<file path="config.mk">
export PLATFORM = sky130hd
export DESIGN_NAME = image_loader_flat
export DESIGN_NICKNAME = d
export VERILOG_FILES = /design/src/rtl/image_loader_if.sv /design/src/rtl/image_loader.sv /design/src/flat_wrapper.sv
export SDC_FILE = /design/constraint.sdc
export NUM_CORES = 1
export LEC_CHECK = 0
export BUFFER_PORTS_ARGS = -buffer_cell sky130_fd_sc_hd__buf_2
export CAP_MARGIN = 20
export CORE_ASPECT_RATIO = 0.6
export CORE_MARGIN = 2
export CORE_UTILIZATION = 48
export CTS_CLUSTER_SIZE = 24
export DETAILED_ROUTE_END_ITERATION = 6
export PLACE_DENSITY = 0.65
export SETUP_SLACK_MARGIN = 0.05
export SYNTH_ARGS = -nofsm -noshare
export SYNTH_HDL_FRONTEND = slang
export SYNTH_SLANG_ARGS = --single-unit
</file>
<file path="constraint.sdc">
create_clock -name clk -period 2.5 [get_ports clk]
set_input_delay 0.125 -clock clk [delete_from_list [all_inputs] [get_ports clk]]
set_output_delay 0.125 -clock clk [all_outputs]
set_load 0.03 [all_outputs]
</file>
<file path="src/rtl/image_loader_if.sv">
// image_loader_if: byte-stream input handshake and TCM byte write port.
// slave  = the loader (consumes the stream, drives the write port).
// master = stream source / TCM side (bench, UART receiver wrapper).
interface image_loader_if #(
   parameter int unsigned ADDR_W = 16
);
   logic              in_valid_i;
   logic [7:0]        in_data_i;
   logic              in_ready_o;
   logic              wr_en_o;
   logic [ADDR_W-1:0] wr_addr_o;
   logic [7:0]        wr_data_o;

   modport master (
      output in_valid_i, in_data_i,
      input  in_ready_o, wr_en_o, wr_addr_o, wr_data_o
   );

   modport slave (
      input  in_valid_i, in_data_i,
      output in_ready_o, wr_en_o, wr_addr_o, wr_data_o
   );
endinterface

</file>
<file path="src/rtl/image_loader.sv">
// image_loader: boot-image loader. Parses a little-endian stream of
// {boot PC[4], length N[4], payload[N] (, checksum[1])}, writes the payload
// into TCM one byte per accept, and holds the core in reset until done.
// Optional feature macro: LOADER_CHECKSUM_EN (adds a trailing 8-bit sum byte
// that must match the payload sum, otherwise the load aborts).
module image_loader #(
   parameter int unsigned ADDR_W = 16
) (
   input  logic                clk,
   input  logic                rst,
   image_loader_if.slave       bus,
   output logic                core_rst_o,
   output logic [31:0]         boot_pc_o,
   output logic                done_o,
   output logic                error_o
);

   typedef enum logic [2:0] {
      HDR_PC,
      HDR_LEN,
      PAYLOAD,
`ifdef LOADER_CHECKSUM_EN
      CKSUM,
`endif
      DONE,
      ERROR
   } state_e;

`ifdef LOADER_CHECKSUM_EN
   localparam state_e AFTER_PAYLOAD = CKSUM;
`else
   localparam state_e AFTER_PAYLOAD = DONE;
`endif

   localparam logic [32:0]     MAX_LEN = 33'd1 << ADDR_W;
   localparam logic [ADDR_W:0] CNT_ONE = (ADDR_W+1)'(1);

   state_e            state_q, state_d;
   logic [1:0]        hcnt_q;
   logic [23:0]       hdr_q;
   logic [ADDR_W:0]   len_q;
   logic [ADDR_W:0]   cnt_q;
   logic [31:0]       boot_pc_q;
   logic              ready_q;
   logic              wr_en_q;
   logic [ADDR_W-1:0] wr_addr_q;
   logic [7:0]        wr_data_q;
   logic              core_rst_q;
   logic              done_q;
   logic              error_q;
`ifdef LOADER_CHECKSUM_EN
   logic [7:0]        sum_q;
`endif

   logic        accept;
   logic        hdr_last;
   logic        pay_last;
   logic [31:0] len_full;

   assign accept   = bus.in_valid_i & ready_q;
   assign hdr_last = (hcnt_q == 2'd3);
   assign pay_last = ((cnt_q + CNT_ONE) == len_q);
   // Full 32-bit length as seen while the 4th length byte is on the bus.
   assign len_full = {bus.in_data_i, hdr_q};

   // State register.
   always_ff @(posedge clk) begin
      if (rst) state_q <= HDR_PC;
      else     state_q <= state_d;
   end

   // Next-state logic.
   always_comb begin
      state_d = state_q;
      case (state_q)
         HDR_PC: begin
            if (accept && hdr_last) state_d = HDR_LEN;
         end
         HDR_LEN: begin
            if (accept && hdr_last) begin
               if ({1'b0, len_full} > MAX_LEN) state_d = ERROR;
               else if (len_full == '0)        state_d = AFTER_PAYLOAD;
               else                            state_d = PAYLOAD;
            end
         end
         PAYLOAD: begin
            if (accept && pay_last) state_d = AFTER_PAYLOAD;
         end
`ifdef LOADER_CHECKSUM_EN
         CKSUM: begin
            if (accept) state_d = (bus.in_data_i == sum_q) ? DONE : ERROR;
         end
`endif
         default: state_d = state_q;
      endcase
   end

   // Header collection and payload byte counter.
   always_ff @(posedge clk) begin
      if (rst) begin
         hcnt_q    <= '0;
         hdr_q     <= '0;
         len_q     <= '0;
         cnt_q     <= '0;
         boot_pc_q <= '0;
      end else if (accept) begin
         case (state_q)
            HDR_PC: begin
               // Little-endian shift-in: after 4 bytes byte k sits at [8k+7:8k].
               boot_pc_q <= {bus.in_data_i, boot_pc_q[31:8]};
               hcnt_q    <= hcnt_q + 2'd1;
            end
            HDR_LEN: begin
               hcnt_q <= hcnt_q + 2'd1;
               if (hdr_last) len_q <= len_full[ADDR_W:0];
               else          hdr_q <= {bus.in_data_i, hdr_q[23:8]};
            end
            PAYLOAD: cnt_q <= cnt_q + CNT_ONE;
            default: ;
         endcase
      end
   end

`ifdef LOADER_CHECKSUM_EN
   // Running mod-256 sum of the payload bytes.
   always_ff @(posedge clk) begin
      if (rst)                            sum_q <= '0;
      else if (accept && state_q == PAYLOAD) sum_q <= sum_q + bus.in_data_i;
   end
`endif

   // Registered outputs: write port one cycle after accept, status one cycle after state.
   always_ff @(posedge clk) begin
      if (rst) begin
         ready_q    <= 1'b0;
         wr_en_q    <= 1'b0;
         wr_addr_q  <= '0;
         wr_data_q  <= '0;
         core_rst_q <= 1'b1;
         done_q     <= 1'b0;
         error_q    <= 1'b0;
      end else begin
         ready_q    <= (state_d != DONE) && (state_d != ERROR);
         wr_en_q    <= accept && (state_q == PAYLOAD);
         if (accept && (state_q == PAYLOAD)) begin
            wr_addr_q <= cnt_q[ADDR_W-1:0];
            wr_data_q <= bus.in_data_i;
         end
         core_rst_q <= (state_q != DONE);
         done_q     <= (state_q == DONE);
         error_q    <= (state_q == ERROR);
      end
   end

   assign bus.in_ready_o = ready_q;
   assign bus.wr_en_o    = wr_en_q;
   assign bus.wr_addr_o  = wr_addr_q;
   assign bus.wr_data_o  = wr_data_q;
   assign core_rst_o     = core_rst_q;
   assign boot_pc_o      = boot_pc_q;
   assign done_o         = done_q;
   assign error_o        = error_q;

endmodule

</file>
<file path="src/flat_wrapper.sv">
// flat-port wrapper written by rule: the top's interface ports become plain ports
module image_loader_flat 
#(
   parameter int unsigned ADDR_W = 16
)
  (clk, rst, core_rst_o, boot_pc_o, done_o, error_o, bus_in_valid_i, bus_in_data_i, bus_in_ready_o, bus_wr_en_o, bus_wr_addr_o, bus_wr_data_o);
  image_loader_if #(.ADDR_W(ADDR_W)) bus_i ();
  input  logic clk;
  input  logic rst;
  output logic core_rst_o;
  output logic [31:0] boot_pc_o;
  output logic done_o;
  output logic error_o;
  input wire logic [$bits(bus_i.in_valid_i)-1:0] bus_in_valid_i;
  input wire logic [$bits(bus_i.in_data_i)-1:0] bus_in_data_i;
  output wire logic [$bits(bus_i.in_ready_o)-1:0] bus_in_ready_o;
  output wire logic [$bits(bus_i.wr_en_o)-1:0] bus_wr_en_o;
  output wire logic [$bits(bus_i.wr_addr_o)-1:0] bus_wr_addr_o;
  output wire logic [$bits(bus_i.wr_data_o)-1:0] bus_wr_data_o;
  assign bus_i.in_valid_i = bus_in_valid_i;
  assign bus_i.in_data_i = bus_in_data_i;
  assign bus_in_ready_o = bus_i.in_ready_o;
  assign bus_wr_en_o = bus_i.wr_en_o;
  assign bus_wr_addr_o = bus_i.wr_addr_o;
  assign bus_wr_data_o = bus_i.wr_data_o;
  image_loader #(.ADDR_W(ADDR_W)) u_core (.clk(clk), .rst(rst), .bus(bus_i), .core_rst_o(core_rst_o), .boot_pc_o(boot_pc_o), .done_o(done_o), .error_o(error_o));
endmodule
</file>
After elaboration in Yosys (flattened, before gate mapping)
Index checks and enable logic that the tools add are counted.

storage, ports and cells
  logic and storage cells = 45
  flip-flop bits (word level) = 124

cells by class
  reductions and logical operators = 12
  equality and inequality tests = 9
  bitwise operators = 2
  add/sub/neg operators = 2
  multiplexer cells = 6
  order comparisons = 1

operators by type and width
  operator                                                                  count
  32-bit by 17-bit > comparator with 1-bit output (second input constant)   1
  32-bit zero test                                                          1
  17-bit by 1-bit adder with 17-bit output (second input constant)          1
  17-bit equality test                                                      1
  3-bit two-way mux                                                         4
  3-bit case mux with 3 select lines                                        1
  3-bit by 2-bit equality test with 1-bit output (second input constant)    2
  3-bit by 2-bit inequality test with 1-bit output (second input constant)  2
  2-bit AND reduction                                                       3
  3-bit AND reduction                                                       2
  1-bit logical AND                                                         4
  3-bit by 1-bit equality test with 1-bit output (second input constant)    1
  3-bit equality test (second input constant)                               1
  3-bit zero test                                                           1
  3-bit inequality test (second input constant)                             1
  2-bit by 1-bit adder with 2-bit output (second input constant)            1
  2-bit equality test (second input constant)                               1
  2-bit OR reduction                                                        1
  1-bit AND                                                                 1
  1-bit two-way mux                                                         1
  1-bit inverter                                                            1

Depth between registers and ports, before layout
  word-level depth = 7
  gate-level depth with buffers = 9
  mapped depth without buffers = 8

Least setup slack after synthesis
OpenSTA, ideal clock, no wires.

  path kind = reg2reg
  start point = register u_core.cnt_q[1]
  end point = register u_core.ready_q (netlist: u_core.bus.in_ready_o)
  buffers on the path = 0
  cell stages (with the launch flop) = 9
  setup time = 0.134 ns
  path slack = 0.230 ns
  data required time = 2.366 ns
  clock period less this slack = 2.270 ns
  arrival = 2.136 ns
  path through = dfxtp_1 -> ha_1 -> xor2_1 -> or4_1 -> a311oi_1 -> o211ai_1 -> nor4_1 -> a41o_1 -> a211oi_1

on the way
  longest elaborated chain between the ends = 7
  elaborated cells on any way between the ends = 8

RTL lines
  what                                                                                       line                 RTL
  from (decl)                                                                                image_loader.sv:42   logic [ADDR_W:0] cnt_q;
  from (signal assigned)                                                                     image_loader.sv:118  PAYLOAD: cnt_q <= cnt_q + CNT_ONE;
  17-bit by 1-bit adder with 17-bit output (*)                                               image_loader.sv:62   assign pay_last = ((cnt_q + CNT_ONE) == len_q);
  17-bit equality test (*)                                                                   image_loader.sv:62
  1-bit logical AND (*)                                                                      image_loader.sv:87   if (accept && pay_last) state_d = AFTER_PAYLOAD;
  3-bit two-way mux (*)                                                                      image_loader.sv:87
  3-bit case mux with 3 select lines (*)                                                     image_loader.sv:75   case (state_q)
  3-bit by 2-bit inequality test with 1-bit output or 3-bit inequality test (tied branches)  image_loader.sv:143  ready_q <= (state_d != DONE) && (state_d != ERROR);
  1-bit logical AND (*)                                                                      image_loader.sv:143
  to (signal assigned)                                                                       image_loader.sv:143
  to (decl)                                                                                  image_loader.sv:44   logic ready_q;

Mark *: on every way between the ends. The rest lies on a longest branch, timed or not.
A chain may end at the register's enable or synchronous reset.

Worst setup path in the final report
  start point = register u_core.cnt_q[2]
  end point = register u_core.ready_q (netlist: u_core.bus.in_ready_o)

The elaborated chain is that of the path after synthesis.

==> flow_metrics.tcl <==
set metrics [dict create \
    ys_warn_count 0 \
    irDropWorstVdd_mv 0.532 \
    syn_nets 615 \
    synthTopCellsByCount "129 x nand2_1, 124 x dfxtp_1, 68 x nor2_1" \
    path_clk_slew_ns 0.06 \
    finalSetupViolations 0 \
    synth_area_leader_cell "dfxtp_1" \
    grt_setup_unrepaired "no" \
    grt_max_degree 70 \
    hold_viol 0 \
    clk_latency_ns 0.42 \
    cp.arrival_ns 2.58 \
    avgSynthCellArea_um2 8.57 \
    maxSlewHeadroom 0.520 \
    synth_seq_cells 124 \
    routabilityCongestion 0.853 \
    cp_top_family "simple AND/OR/NAND/NOR gates" \
    syn-cell-area_um2 5160 \
    nFillCells 921 \
    dr_total_vias 4326 \
    drt_iter0_drc 364 \
    status "complete, no violations" \
    initial_utilization 0.490 \
    area_growth_pct 23.5 \
    cts_sinks 124 \
    final_core_util 0.605 \
    crit_type "register to register" \
    synthMostInstantiatedCell "nand2_1" \
    end_kind "register" \
    ioPinCount 72 \
    diodes 0 \
    period_minus_slack_ns 2.32 \
    slew_viol_final 0 \
    clockBufferDepth 2 \
    cp-start-kind "register" \
    slowest_stage "or4_4" \
    port-buffer-count 71 \
    grt_pass1_vias 3862 \
    synth_edf_count 0 \
    path_cells "nand4_4, or4_4, or4b_4, o211ai_2, a21o_1, a41o_1, a211oi_1" \
    via_per_inst 5.26 \
    finalPower_mw 4.74 \
    p_per_area_nw_per_um2 744 \
    root_buffer "clkbuf_16" \
    cellLeakagePower_nw 2.67 \
    htreeDepth 4 \
    cts_tree "yes" \
    drc 0 \
    synthTopCellsByArea "dfxtp_1 48%, nand2_1 9.4%, mux2i_1 8.1%" \
    core_area_um2 10500 \
    wl_per_cell_um 15.1 \
    grtUsageTotal 0.223 \
    die_w_um 138 \
    ys_seq_area_frac 0.481 \
    cpPeakStageDelay_ns 0.56 \
    num_rows 29 \
    clock-skew-final_ns 0.0140 \
    cts-buffers-inserted 17 \
    min_path_type "input pin to register" \
    ys.flop_type "dfxtp_1" \
    maxCapViolCount 0 \
    postRouteAntennaNets 0 \
    nets 683 \
    dp_hpwl_mm 8.60 \
    setup-tns-final_ns 0 \
    dr.pass1.iters 4 \
    die_y_um 84.3 \
    cp.buffers_inverters 0 \
    syn_inst 602 \
    grt_pass1_wl_mm 19.9 \
    dieArea_um2 11600 \
    drive_gt1_frac 0.202 \
    fmax_mhz 431 \
    yosysTopAreaCellShare 0.481 \
    wirelength_mm 12.4 \
    critical_path_required_ns 2.76 \
    critPathMaxFanout 9 \
    worst_pin_slew_ns 0.719 \
    antenna_found_initial 0 \
    ys_async_sr_fraction 0 \
    fin_crit_sh 0.929 \
    grt_overflow 0 \
    synth_cell_types 50 \
]
cells by family (layout without fill, tap and decap cells):
logic type / after synthesis / in the layout / share of synthesized area
AND/OR/NAND/NOR: 264 / 264 / 0.237
flip-flops: 124 / 124 / 0.481
AO/OA/AOI/OAI: 85 / 85 / 0.0939
buffers and inverters: 51 / 132 / 0.0441
multiplexers: 42 / 42 / 0.0815
XOR/XNOR: 34 / 34 / 0.0577
adder cells (fa/ha/maj): 2 / 2 / 0.00485
layout make-up:
cell class              instances  area [um2]  area share
flip-flops and latches        124        2480       0.390
clock inverters                14         193      0.0302
inverters                       3        11.3     0.00177
repair buffers                 97         603      0.0947
multi-input cells             427        2470       0.387
well taps                     139         174      0.0273
clock buffers                  18         439      0.0689
state kept, by name, summed over array words and instances (netlist names):
register               count
u_core.done_o              1
u_core.cnt_q              17
u_core.error_o             1
u_core.hdr_q              24
u_core.len_q              17
u_core.bus.in_ready_o      1
u_core.boot_pc_o          32
u_core.bus.wr_addr_o      16
u_core.hcnt_q              2
u_core.bus.wr_data_o       8
u_core.state_q             3
u_core.bus.wr_en_o         1
u_core.core_rst_o          1
where the power goes:
part           internal, mW  switching (mW)  leakage (nW)
Combinational        0.0411          0.0937          1.37
Clock                  1.70           0.913         0.303
Sequential             1.99         0.00913          1.00
Total                  3.73            1.02          2.67
what timing repair did:
action,4_1_cts,5_1_grt
resized for setup,0,2
setup endpoints to repair,0,2
hold buffers,7,0
buffers inserted,0,0
endpoints found under the hold margin,13,0
worst register-to-register path: cells and delay by family, from the launching register on:
family / cells / cell delay, ns
AOI/OAI and AO/OA: 4 / 0.45
DFF: 1 / 0.50
and+or+nand+nor: 3 / 1.22
layout by cell type, fill, tap and decap left out, types with 3 or more instances in the layout:
master,n
o21ai_0,4
nand4_1,5
buf_2,70
dfxtp_1,123
or4_1,5
clkbuf_16,17
xor2_1,18
nor4_1,10
bufinv_16,4
inv_1,3
nand2_1,129
nand3_1,12
clkinv_2,3
clkinvlp_4,3
buf_4,18
and4_1,3
or3_1,4
a21oi_1,64
nand3b_1,3
xnor2_1,16
dlygate4sd3_1,7
nor3_1,5
mux2i_1,42
and3_1,3
nor2_1,67
layer usage:
metal,vias to the layer above,GRT usage,part of all wire
met5,-,0,0
met4,0,0.0798,0.0088
met3,7,0.0634,0.074
met2,111,0.290,0.40
met1,2030,0.345,0.52
li1,2178,-,-
per-stage QoR:
stage	cells	cell area [um2]	setup WS [ns]	hold slack, ns
floorplan	602	5160	0.230	0.261
global placement	782	5630	0.187	0.406
detailed placement	782	5630	0.157	0.414
CTS	821	6340	0.144	0.0177
global route	822	6370	0.0979	0.0204
finish	822	6370	0.177	0.0281
final timing paths:
check / from / endpoint / slack, ns / cells past startpoint
max: u_core.cnt_q[2] / u_core.bus.in_ready_o / 0.18 / 7
min: bus_in_data_i[7] / u_core.bus.wr_data_o[7] / 0.03 / 3
max reg2reg: u_core.cnt_q[2] / u_core.bus.in_ready_o / 0.18 / 7
min reg2reg: u_core.bus.wr_addr_o[4] / u_core.bus.wr_addr_o[4] / 0.45 / 2
Power figures use the tool's default switching activity.
